<file path="config.mk">
export PLATFORM = sky130hd
export DESIGN_NAME = forward_propper_seq_flat
export DESIGN_NICKNAME = d
export VERILOG_FILES = /design/src/rtl/forward_propper_seq_if.sv /design/src/rtl/forward_propper_seq.sv /design/src/flat_wrapper.sv
export SDC_FILE = /design/constraint.sdc
export NUM_CORES = 2
export LEC_CHECK = 0
export ABC_CLOCK_PERIOD_IN_PS = 15200
export BUFFER_PORTS_ARGS = -buffer_cell sky130_fd_sc_hd__buf_2
export CELL_PAD_IN_SITES_DETAIL_PLACEMENT = 1
export CELL_PAD_IN_SITES_GLOBAL_PLACEMENT = 1
export CORE_ASPECT_RATIO = 0.6
export CORE_MARGIN = 4
export CORE_UTILIZATION = 51
export DETAILED_ROUTE_END_ITERATION = 7
export PLACE_DENSITY = 0.92
export SYNTH_ARGS = -nofsm -noshare
export SYNTH_HDL_FRONTEND = slang
export SYNTH_SLANG_ARGS = --single-unit
</file>
<file path="constraint.sdc">
create_clock -name fp1_clk -period 15.2 [get_ports fp1_clk]
set_clock_uncertainty 0.2 [all_clocks]
set_input_delay 2.28 -clock fp1_clk [delete_from_list [all_inputs] [get_ports fp1_clk]]
set_output_delay 2.28 -clock fp1_clk [all_outputs]
set_load 0.02 [all_outputs]
</file>
<file path="src/rtl/forward_propper_seq_if.sv">
// Stream interface for the sequential forward-pass neuron: (p, w, bias, last)
// beats in over valid/ready, activation results out over valid/ready.
interface forward_propper_seq_if #(
    parameter int CNTW = 5
);
    logic            fp1_in_valid;
    logic            fp1_in_ready;
    logic [31:0]     fp1_p;
    logic [31:0]     fp1_w;
    logic [31:0]     fp1_bias;
    logic            fp1_last;
    logic            fp1_out_valid;
    logic            fp1_out_ready;
    logic [31:0]     fp1_a;
    logic [63:0]     fp1_z;
    logic            fp1_active;
    logic [CNTW-1:0] fp1_count;
    logic            fp1_trunc;

    modport master (
        output fp1_in_valid, fp1_p, fp1_w, fp1_bias, fp1_last, fp1_out_ready,
        input  fp1_in_ready, fp1_out_valid, fp1_a, fp1_z, fp1_active, fp1_count, fp1_trunc
    );

    modport slave (
        input  fp1_in_valid, fp1_p, fp1_w, fp1_bias, fp1_last, fp1_out_ready,
        output fp1_in_ready, fp1_out_valid, fp1_a, fp1_z, fp1_active, fp1_count, fp1_trunc
    );
endinterface

</file>
<file path="src/rtl/forward_propper_seq.sv">
// Sequential forward-pass neuron: accumulates bias + sum(p*w) over a beat stream,
// then returns the ReLU activation, the pre-activation and the ReLU-active flag.
module forward_propper_seq #(
    parameter int FRAC   = 16,
    parameter int MAX_IN = 16,
    parameter int CNTW   = 5
) (
    input  logic                 fp1_clk,
    input  logic                 fp1_rst_n,
    forward_propper_seq_if.slave bus
);
    localparam int ACCW = 64 + CNTW;
    localparam logic [CNTW-1:0] MAX_CNT = CNTW'(MAX_IN);
    localparam logic signed [ACCW-1:0] Z_MAX = {{(CNTW+1){1'b0}}, {63{1'b1}}};
    localparam logic signed [ACCW-1:0] Z_MIN = {{(CNTW+1){1'b1}}, {63{1'b0}}};

    typedef enum logic [1:0] {
        IDLE,
        ACCUM,
        ACT,
        OUT
    } state_t;

    state_t                 state_q, state_d;
    logic signed [ACCW-1:0] acc_q, acc_d;
    logic [CNTW-1:0]        count_q, count_d;
    logic                   trunc_q, trunc_d;
    logic [31:0]            a_q, a_d;
    logic [63:0]            z_q, z_d;
    logic                   active_q, active_d;
    logic [CNTW-1:0]        outCount_q, outCount_d;
    logic                   outTrunc_q, outTrunc_d;
    logic                   outValid_q, outValid_d;

    logic                   inReady;
    logic [CNTW-1:0]        nextCount;
    logic signed [63:0]     prod;
    logic signed [ACCW-1:0] prodAcc;
    logic signed [ACCW-1:0] biasAcc;
    logic signed [ACCW-1:0] shifted;
    logic signed [63:0]     zSat;
    logic                   zPos;
    logic [31:0]            aVal;

    // The accumulator carries CNTW guard bits, so only the final shift can overflow 64 bits.
    always_comb begin
        prod    = $signed({{32{bus.fp1_p[31]}}, bus.fp1_p}) * $signed({{32{bus.fp1_w[31]}}, bus.fp1_w});
        prodAcc = {{CNTW{prod[63]}}, prod};
        biasAcc = {{(ACCW-32){bus.fp1_bias[31]}}, bus.fp1_bias} << FRAC;
        shifted = acc_q >>> FRAC;
        if (shifted > Z_MAX) begin
            zSat = 64'sh7FFF_FFFF_FFFF_FFFF;
        end else if (shifted < Z_MIN) begin
            zSat = 64'sh8000_0000_0000_0000;
        end else begin
            zSat = shifted[63:0];
        end
        zPos = (zSat > 64'sh0);
        aVal = 32'h0;
        if (zPos) begin
            aVal = (zSat > 64'sh7FFF_FFFF) ? 32'h7FFF_FFFF : zSat[31:0];
        end
    end

    always_comb begin
        state_d    = state_q;
        acc_d      = acc_q;
        count_d    = count_q;
        trunc_d    = trunc_q;
        a_d        = a_q;
        z_d        = z_q;
        active_d   = active_q;
        outCount_d = outCount_q;
        outTrunc_d = outTrunc_q;
        outValid_d = outValid_q;
        inReady    = 1'b0;
        nextCount  = count_q + CNTW'(1);
        case (state_q)
            IDLE: begin
                inReady = 1'b1;
                if (bus.fp1_in_valid) begin
                    acc_d   = biasAcc + prodAcc;
                    count_d = CNTW'(1);
                    trunc_d = 1'b0;
                    if (bus.fp1_last || MAX_CNT == CNTW'(1)) begin
                        state_d = ACT;
                        trunc_d = !bus.fp1_last;
                    end else begin
                        state_d = ACCUM;
                    end
                end
            end
            ACCUM: begin
                inReady = 1'b1;
                if (bus.fp1_in_valid) begin
                    acc_d   = acc_q + prodAcc;
                    count_d = nextCount;
                    if (bus.fp1_last || nextCount == MAX_CNT) begin
                        state_d = ACT;
                        trunc_d = !bus.fp1_last;
                    end
                end
            end
            ACT: begin
                z_d        = zSat;
                a_d        = aVal;
                active_d   = zPos;
                outCount_d = count_q;
                outTrunc_d = trunc_q;
                state_d    = OUT;
            end
            OUT: begin
                // Results were registered in ACT; valid follows one cycle later.
                if (!outValid_q) begin
                    outValid_d = 1'b1;
                end else if (bus.fp1_out_ready) begin
                    outValid_d = 1'b0;
                    state_d    = IDLE;
                end
            end
            default: state_d = IDLE;
        endcase
    end

    always_ff @(posedge fp1_clk) begin
        if (!fp1_rst_n) begin
            state_q    <= IDLE;
            acc_q      <= '0;
            count_q    <= '0;
            trunc_q    <= 1'b0;
            a_q        <= '0;
            z_q        <= '0;
            active_q   <= 1'b0;
            outCount_q <= '0;
            outTrunc_q <= 1'b0;
            outValid_q <= 1'b0;
        end else begin
            state_q    <= state_d;
            acc_q      <= acc_d;
            count_q    <= count_d;
            trunc_q    <= trunc_d;
            a_q        <= a_d;
            z_q        <= z_d;
            active_q   <= active_d;
            outCount_q <= outCount_d;
            outTrunc_q <= outTrunc_d;
            outValid_q <= outValid_d;
        end
    end

    assign bus.fp1_in_ready  = inReady;
    assign bus.fp1_out_valid = outValid_q;
    assign bus.fp1_a         = a_q;
    assign bus.fp1_z         = z_q;
    assign bus.fp1_active    = active_q;
    assign bus.fp1_count     = outCount_q;
    assign bus.fp1_trunc     = outTrunc_q;
endmodule

</file>
<file path="src/flat_wrapper.sv">
// flat-port wrapper written by rule: the top's interface ports become plain ports
module forward_propper_seq_flat 
#(
    parameter int FRAC   = 16,
    parameter int MAX_IN = 16,
    parameter int CNTW   = 5
)
  (fp1_clk, fp1_rst_n, bus_fp1_in_valid, bus_fp1_p, bus_fp1_w, bus_fp1_bias, bus_fp1_last, bus_fp1_out_ready, bus_fp1_in_ready, bus_fp1_out_valid, bus_fp1_a, bus_fp1_z, bus_fp1_active, bus_fp1_count, bus_fp1_trunc);
  forward_propper_seq_if #(.CNTW(CNTW)) bus_i ();
  input  logic fp1_clk;
  input  logic fp1_rst_n;
  input wire logic [$bits(bus_i.fp1_in_valid)-1:0] bus_fp1_in_valid;
  input wire logic [$bits(bus_i.fp1_p)-1:0] bus_fp1_p;
  input wire logic [$bits(bus_i.fp1_w)-1:0] bus_fp1_w;
  input wire logic [$bits(bus_i.fp1_bias)-1:0] bus_fp1_bias;
  input wire logic [$bits(bus_i.fp1_last)-1:0] bus_fp1_last;
  input wire logic [$bits(bus_i.fp1_out_ready)-1:0] bus_fp1_out_ready;
  output wire logic [$bits(bus_i.fp1_in_ready)-1:0] bus_fp1_in_ready;
  output wire logic [$bits(bus_i.fp1_out_valid)-1:0] bus_fp1_out_valid;
  output wire logic [$bits(bus_i.fp1_a)-1:0] bus_fp1_a;
  output wire logic [$bits(bus_i.fp1_z)-1:0] bus_fp1_z;
  output wire logic [$bits(bus_i.fp1_active)-1:0] bus_fp1_active;
  output wire logic [$bits(bus_i.fp1_count)-1:0] bus_fp1_count;
  output wire logic [$bits(bus_i.fp1_trunc)-1:0] bus_fp1_trunc;
  assign bus_i.fp1_in_valid = bus_fp1_in_valid;
  assign bus_i.fp1_p = bus_fp1_p;
  assign bus_i.fp1_w = bus_fp1_w;
  assign bus_i.fp1_bias = bus_fp1_bias;
  assign bus_i.fp1_last = bus_fp1_last;
  assign bus_i.fp1_out_ready = bus_fp1_out_ready;
  assign bus_fp1_in_ready = bus_i.fp1_in_ready;
  assign bus_fp1_out_valid = bus_i.fp1_out_valid;
  assign bus_fp1_a = bus_i.fp1_a;
  assign bus_fp1_z = bus_i.fp1_z;
  assign bus_fp1_active = bus_i.fp1_active;
  assign bus_fp1_count = bus_i.fp1_count;
  assign bus_fp1_trunc = bus_i.fp1_trunc;
  forward_propper_seq #(.FRAC(FRAC), .MAX_IN(MAX_IN), .CNTW(CNTW)) u_core (.fp1_clk(fp1_clk), .fp1_rst_n(fp1_rst_n), .bus(bus_i));
endmodule
</file>
* After elaboration in Yosys (flattened, before gate mapping)
Cells that the tools add are included.
** Storage, ports and cells
- Register bits after elaboration :: 181
- Logic and storage cells :: 60
** Cells by class
- $add $sub $neg :: 3
- Multipliers :: 1
- Magnitude comparators :: 4
- Equality and inequality tests :: 9
- Muxes and demuxes :: 25
- Reduce and logical (&&, ||, !) cells :: 8
** Operators by type and width (count)
- 69-bit two-way mux :: 2
- 69-bit one-hot mux with 2 select lines :: 1
- 64-bit two-way mux :: 2
- 69-bit by 64-bit adder with 69-bit output :: 1
- 48-bit by 64-bit adder with 65-bit output :: 1
- 53-bit by 64-bit > comparator with 1-bit output (second input constant) :: 1
- 64-bit by 1-bit > comparator with 1-bit output (second input constant) :: 1
- 64-bit by 32-bit > comparator with 1-bit output (second input constant) :: 1
- 53-bit by 64-bit < comparator with 1-bit output (second input constant) :: 1
- 32-bit by 32-bit multiplier with 64-bit output :: 1
- 32-bit two-way mux :: 2
- 2-bit two-way mux :: 6
- 5-bit two-way mux :: 2
- 5-bit one-hot mux with 2 select lines :: 1
- 2-bit one-hot mux with 4 select lines :: 1
- 1-bit two-way mux :: 7
- 2-bit inequality test (second input constant) :: 3
- 5-bit by 1-bit adder with 5-bit output (second input constant) :: 1
- 5-bit equality test (second input constant) :: 1
- 5-bit AND reduction :: 1
- 2-bit equality test (second input constant) :: 2
- 2-bit by 1-bit inequality test with 1-bit output (second input constant) :: 2
- 4-bit AND reduction :: 1
- 3-bit AND reduction :: 1
- 7 further kinds :: 7

* Depth between registers and ports, before layout
- Depth in word-level cells :: 6
- Mapped depth :: 41

* Worst setup path before layout
Ideal clock, no wire load.
- Path kind :: input-to-reg
- From :: input bus_fp1_w[3]
- To :: register u_core.acc_q[66]
- Setup time :: 116 ps
- Arrival :: 11346 ps
- Required time :: 14884 ps
- Slack :: 3538 ps
- Cell stages on the path :: 37
- Path buffers :: 2
- Path through :: clkbuf_1 and2_1 fa_1 fa_1 fa_1 inv_1 fa_1 inv_1 fa_1 fa_1 inv_1 fa_1 inv_1 fa_1 ha_1 a21oi_1 o21bai_1 a21oi_1 o21ai_0 and3_1 o21ai_0 o21ai_1 a41o_1 a21oi_1 xnor2_1 ha_1 clkbuf_1 a21oi_1 o21bai_1 a21o_1 a21o_1 a21oi_1 nor2_1 a311o_1 xor2_1 a21oi_1 nor2_1
** On the way
- Word-level cells in the longest chain between the ends :: 4
- Elaborated cells on any way between the ends :: 6
- Those cells by class :: add/sub (2); mul (1); mux (3)
** RTL lines
- from (decl) :: line flat_wrapper.sv:14 : input wire logic [$bits(bus_i.fp1_w)-1:0] bus_fp1_w;
- 32-bit by 32-bit multiplier with 64-bit output (*) :: line forward_propper_seq.sv:47 : prod = $signed({{32{bus.fp1_p[31]}}, bus.fp1_p}) * $signed({{32{bus.fp1_w[31]}}, bus.fp1_w});
- 69-bit by 64-bit adder with 69-bit output or 48-bit by 64-bit adder with 65-bit output (tied branches) :: line forward_propper_seq.sv:96, forward_propper_seq.sv:82
- 69-bit two-way mux (on tied branches) :: line forward_propper_seq.sv:95, forward_propper_seq.sv:81
- 69-bit one-hot mux with 2 select lines (*) :: line forward_propper_seq.sv:78 : case (state_q)
- to (signal assigned) :: line forward_propper_seq.sv:128 : acc_q <= '0;
- to (signal assigned) :: line forward_propper_seq.sv:139 : acc_q <= acc_d;
- to (decl) :: line forward_propper_seq.sv:25 : logic signed [ACCW-1:0] acc_q, acc_d;
Every way passes the cells marked *; elsewhere a longest branch is shown, timed or not. The select of a mux whose other input is x is not followed.
A chain may end at the register's enable or synchronous reset.

* Worst setup path after layout
- From :: input bus_fp1_w[3]
- To :: register u_core.acc_q[60]
Same word-level chain as after synthesis.

==> flow_metrics.env <==
export IMPL_synth_edf_count=0
export IMPL_synth_area_leaders="fa_1 44%, ha_1 7.8%, inv_1 7.5%"
export IMPL_timing_hold_ws_ps=262
export IMPL_place_port_buffers=205
export IMPL_synth_commonest_cells="1084 x fa_1, 997 x inv_1, 653 x nand2_1"
export IMPL_syn_area_per_cell_um2=8.85
export IMPL_firstDrtPassIters=6
export IMPL_coreArea_um2=96200
export IMPL_crit_slowest_cell="fa_1"
export IMPL_setup_violations_final=0
export IMPL_fp_dieArea_um2=102000
export IMPL_start_util_pct=51.5
export IMPL_ys_async_sr_fraction_pct=0
export IMPL_vias_per_cell=6.22
export IMPL_fmax_mhz=71.6
export IMPL_drt_iter0_drc=4170
export IMPL_syn_nets=7094
export IMPL_synth_top_area_share_pct=43.8
export IMPL_yosysWarnings=0
export IMPL_synth_seq_area_share_pct=6.91
export IMPL_cts_sinks=171
export IMPL_end_kind="flip-flop"
export IMPL_fin_cells=6850
export IMPL_arrival_ps=14150
export IMPL_cts_buffers=25
export IMPL_die_w_um=411
export IMPL_drc=0
export IMPL_hold_class="reg2reg"
export IMPL_final_max_slew_violation_count=0
export IMPL_cts_tree="done"
export IMPL_crit_type="in2reg"
export IMPL_worst_pin_slew_ps=1240
export IMPL_clkTransAtPathRegs_ps=60
export IMPL_fin_crit_sh_pct=91.8
export IMPL_cp_common_cell="fa_1"
export IMPL_grt_max_degree=94
export IMPL_fin_setup_tns_ps=0
export IMPL_final_hold_violation_count=0
export IMPL_dp_final_hpwl_mm=152
export IMPL_syn_area_um2=49600
export IMPL_overflow=0
export IMPL_relSlewSlack_pct=16.4
export IMPL_ios=206
export IMPL_utilization_pct=54.0
export IMPL_grt_pass1_wl_mm=289
export IMPL_cts_resized_gates=0
export IMPL_rsz0062_at_grt="no"
export IMPL_insertion_delay_ps=510
export IMPL_drv_cap=0
export IMPL_post_place_cells=6814
export IMPL_syn2layout_area_growth_pct=4.73
export IMPL_critical_path_max_stage_delay_ps=1040
export IMPL_antenna_found_initial=5
export IMPL_drt_wl_total_mm=189
export IMPL_synthCells=5600
export IMPL_synth_cell_type_count=84
export IMPL_rows=88
export IMPL_yosysTopAreaCell="fa_1"
export IMPL_critPathMaxFanout=32
export IMPL_drtAntennaViolNets=0
export IMPL_gp_congestion=0.945
export IMPL_status="completed"
export IMPL_synthFlopType="dfxtp_1"
export IMPL_critPathLaunchType="input port"
export IMPL_post_cts_buffers=0
export IMPL_fin_crit_ps=13960
export IMPL_clockBufferDepth=3
export IMPL_grt_pass1_vias=48900
export IMPL_crit_required_ps=15390
export IMPL_root_buffer="clkbuf_16"
export IMPL_routedWlPerCell_um=27.5
export IMPL_synth_seq_cells=171
export IMPL_grt_usage_pct=36.9
export IMPL_htreeDepth=4
export IMPL_cts_hold_buf=0
export IMPL_n_fill_cell=11300
export IMPL_yosysMostFrequentCell="fa_1"
export IMPL_die_y_um=250
export IMPL_layout_drive_gt1_share_pct=5.25
export IMPL_nets=7030
export IMPL_vias=42600
==> state kept, by name (all words and copies together) (netlist names) <==
| name | count |
|---|---|
| u_core.acc_q | 69 |
| u_core.bus.fp1_z | 54 |
| u_core.bus.fp1_a | 32 |
| u_core.bus.fp1_count | 5 |
| u_core.count_q | 5 |
| u_core.state_q | 2 |
| u_core.bus.fp1_active | 1 |
| u_core.bus.fp1_out_valid | 1 |
| u_core.bus.fp1_trunc | 1 |
| u_core.trunc_q | 1 |
==> kinds of logic (layout without fill, tap and decap cells) <==
kind of cell | after synthesis | after routing | synth area share, %
other | 0 | 3 | 0
and+or+nand+nor | 1665 | 1665 | 16.4
buffers and inverters | 1316 | 1258 | 10.1
adders and majority gates | 1393 | 1393 | 51.6
xor gates and xnor gates | 170 | 170 | 3.00
muxes | 80 | 80 | 1.62
DFF | 171 | 171 | 6.91
AOI/OAI and AO/OA | 805 | 805 | 10.4
==> metal layers <==
metal	GRT usage, %	share of wire, %	vias up
met4	23.1	7.4	4
met1	44.0	36	21600
met3	11.1	11	992
met2	58.6	46	2790
li1	-	-	17200
met5	0	0.013	-
==> layout make-up <==
cell class / instances / area [um^2] / share of cell area (%)
antenna: 3 / 7.51 / 0.0145
inverter: 999 / 3750 / 7.23
timing repair buffer: 226 / 1180 / 2.28
clock inverter: 6 / 82.6 / 0.159
multi-input combinational: 4113 / 41200 / 79.3
sequential: 171 / 3420 / 6.59
tap: 1305 / 1630 / 3.14
clock buffer: 27 / 643 / 1.24
==> cell usage in the layout, fill, tap and decap left out, types with 8 or more instances in the layout <==
cell type	n
o221ai_1	11
nor2_1	231
and2_1	542
dfxtp_1	171
xor2_1	60
o31ai_1	9
a21o_1	103
o211ai_1	19
o21ai_0	158
ha_1	307
nand3_1	42
nand2b_1	29
a31oi_1	28
buf_2	205
clkbuf_16	25
fa_1	1084
a211o_1	8
mux2i_1	79
and3_1	26
a21oi_1	271
a211oi_1	41
nand2_1	653
xnor2_1	110
nor4_1	18
o21bai_1	36
inv_1	997
buf_4	21
nor2b_1	19
nand4_1	38
nor3_1	37
o21a_1	23
==> per-stage QoR <==
stage,area (um^2),setup WS (ps)
6_report,51900,1240
5_1_grt,51900,892
4_1_cts,51900,1640
3_5_place_dp,51200,1170
3_3_place_gp,51200,1810
2_1_floorplan,49600,3540
==> worst max-delay path, delay by kind of cell <==
kind	cells	cell delay [ps]
AOI/OAI and AO/OA	11	2930
adders and majority gates	10	5790
xor gates and xnor gates	1	170
and+or+nand+nor	6	1360
buffers and inverters	6	1540
==> final timing paths <==
kind                       startpoint             endpoint  slack [ps]  depth (start not counted)
setup / recovery         bus_fp1_w[3]     u_core.acc_q[60]        1240                         34
hold reg to reg   u_core.bus.fp1_a[0]  u_core.bus.fp1_a[0]         260                          2
hold / removal    u_core.bus.fp1_a[0]  u_core.bus.fp1_a[0]         260                          2
setup reg to reg      u_core.acc_q[9]     u_core.acc_q[60]       10550                         12
Power is not shown: default switching activity piles up to over one toggle a cycle in this logic, so the estimate is an artifact.
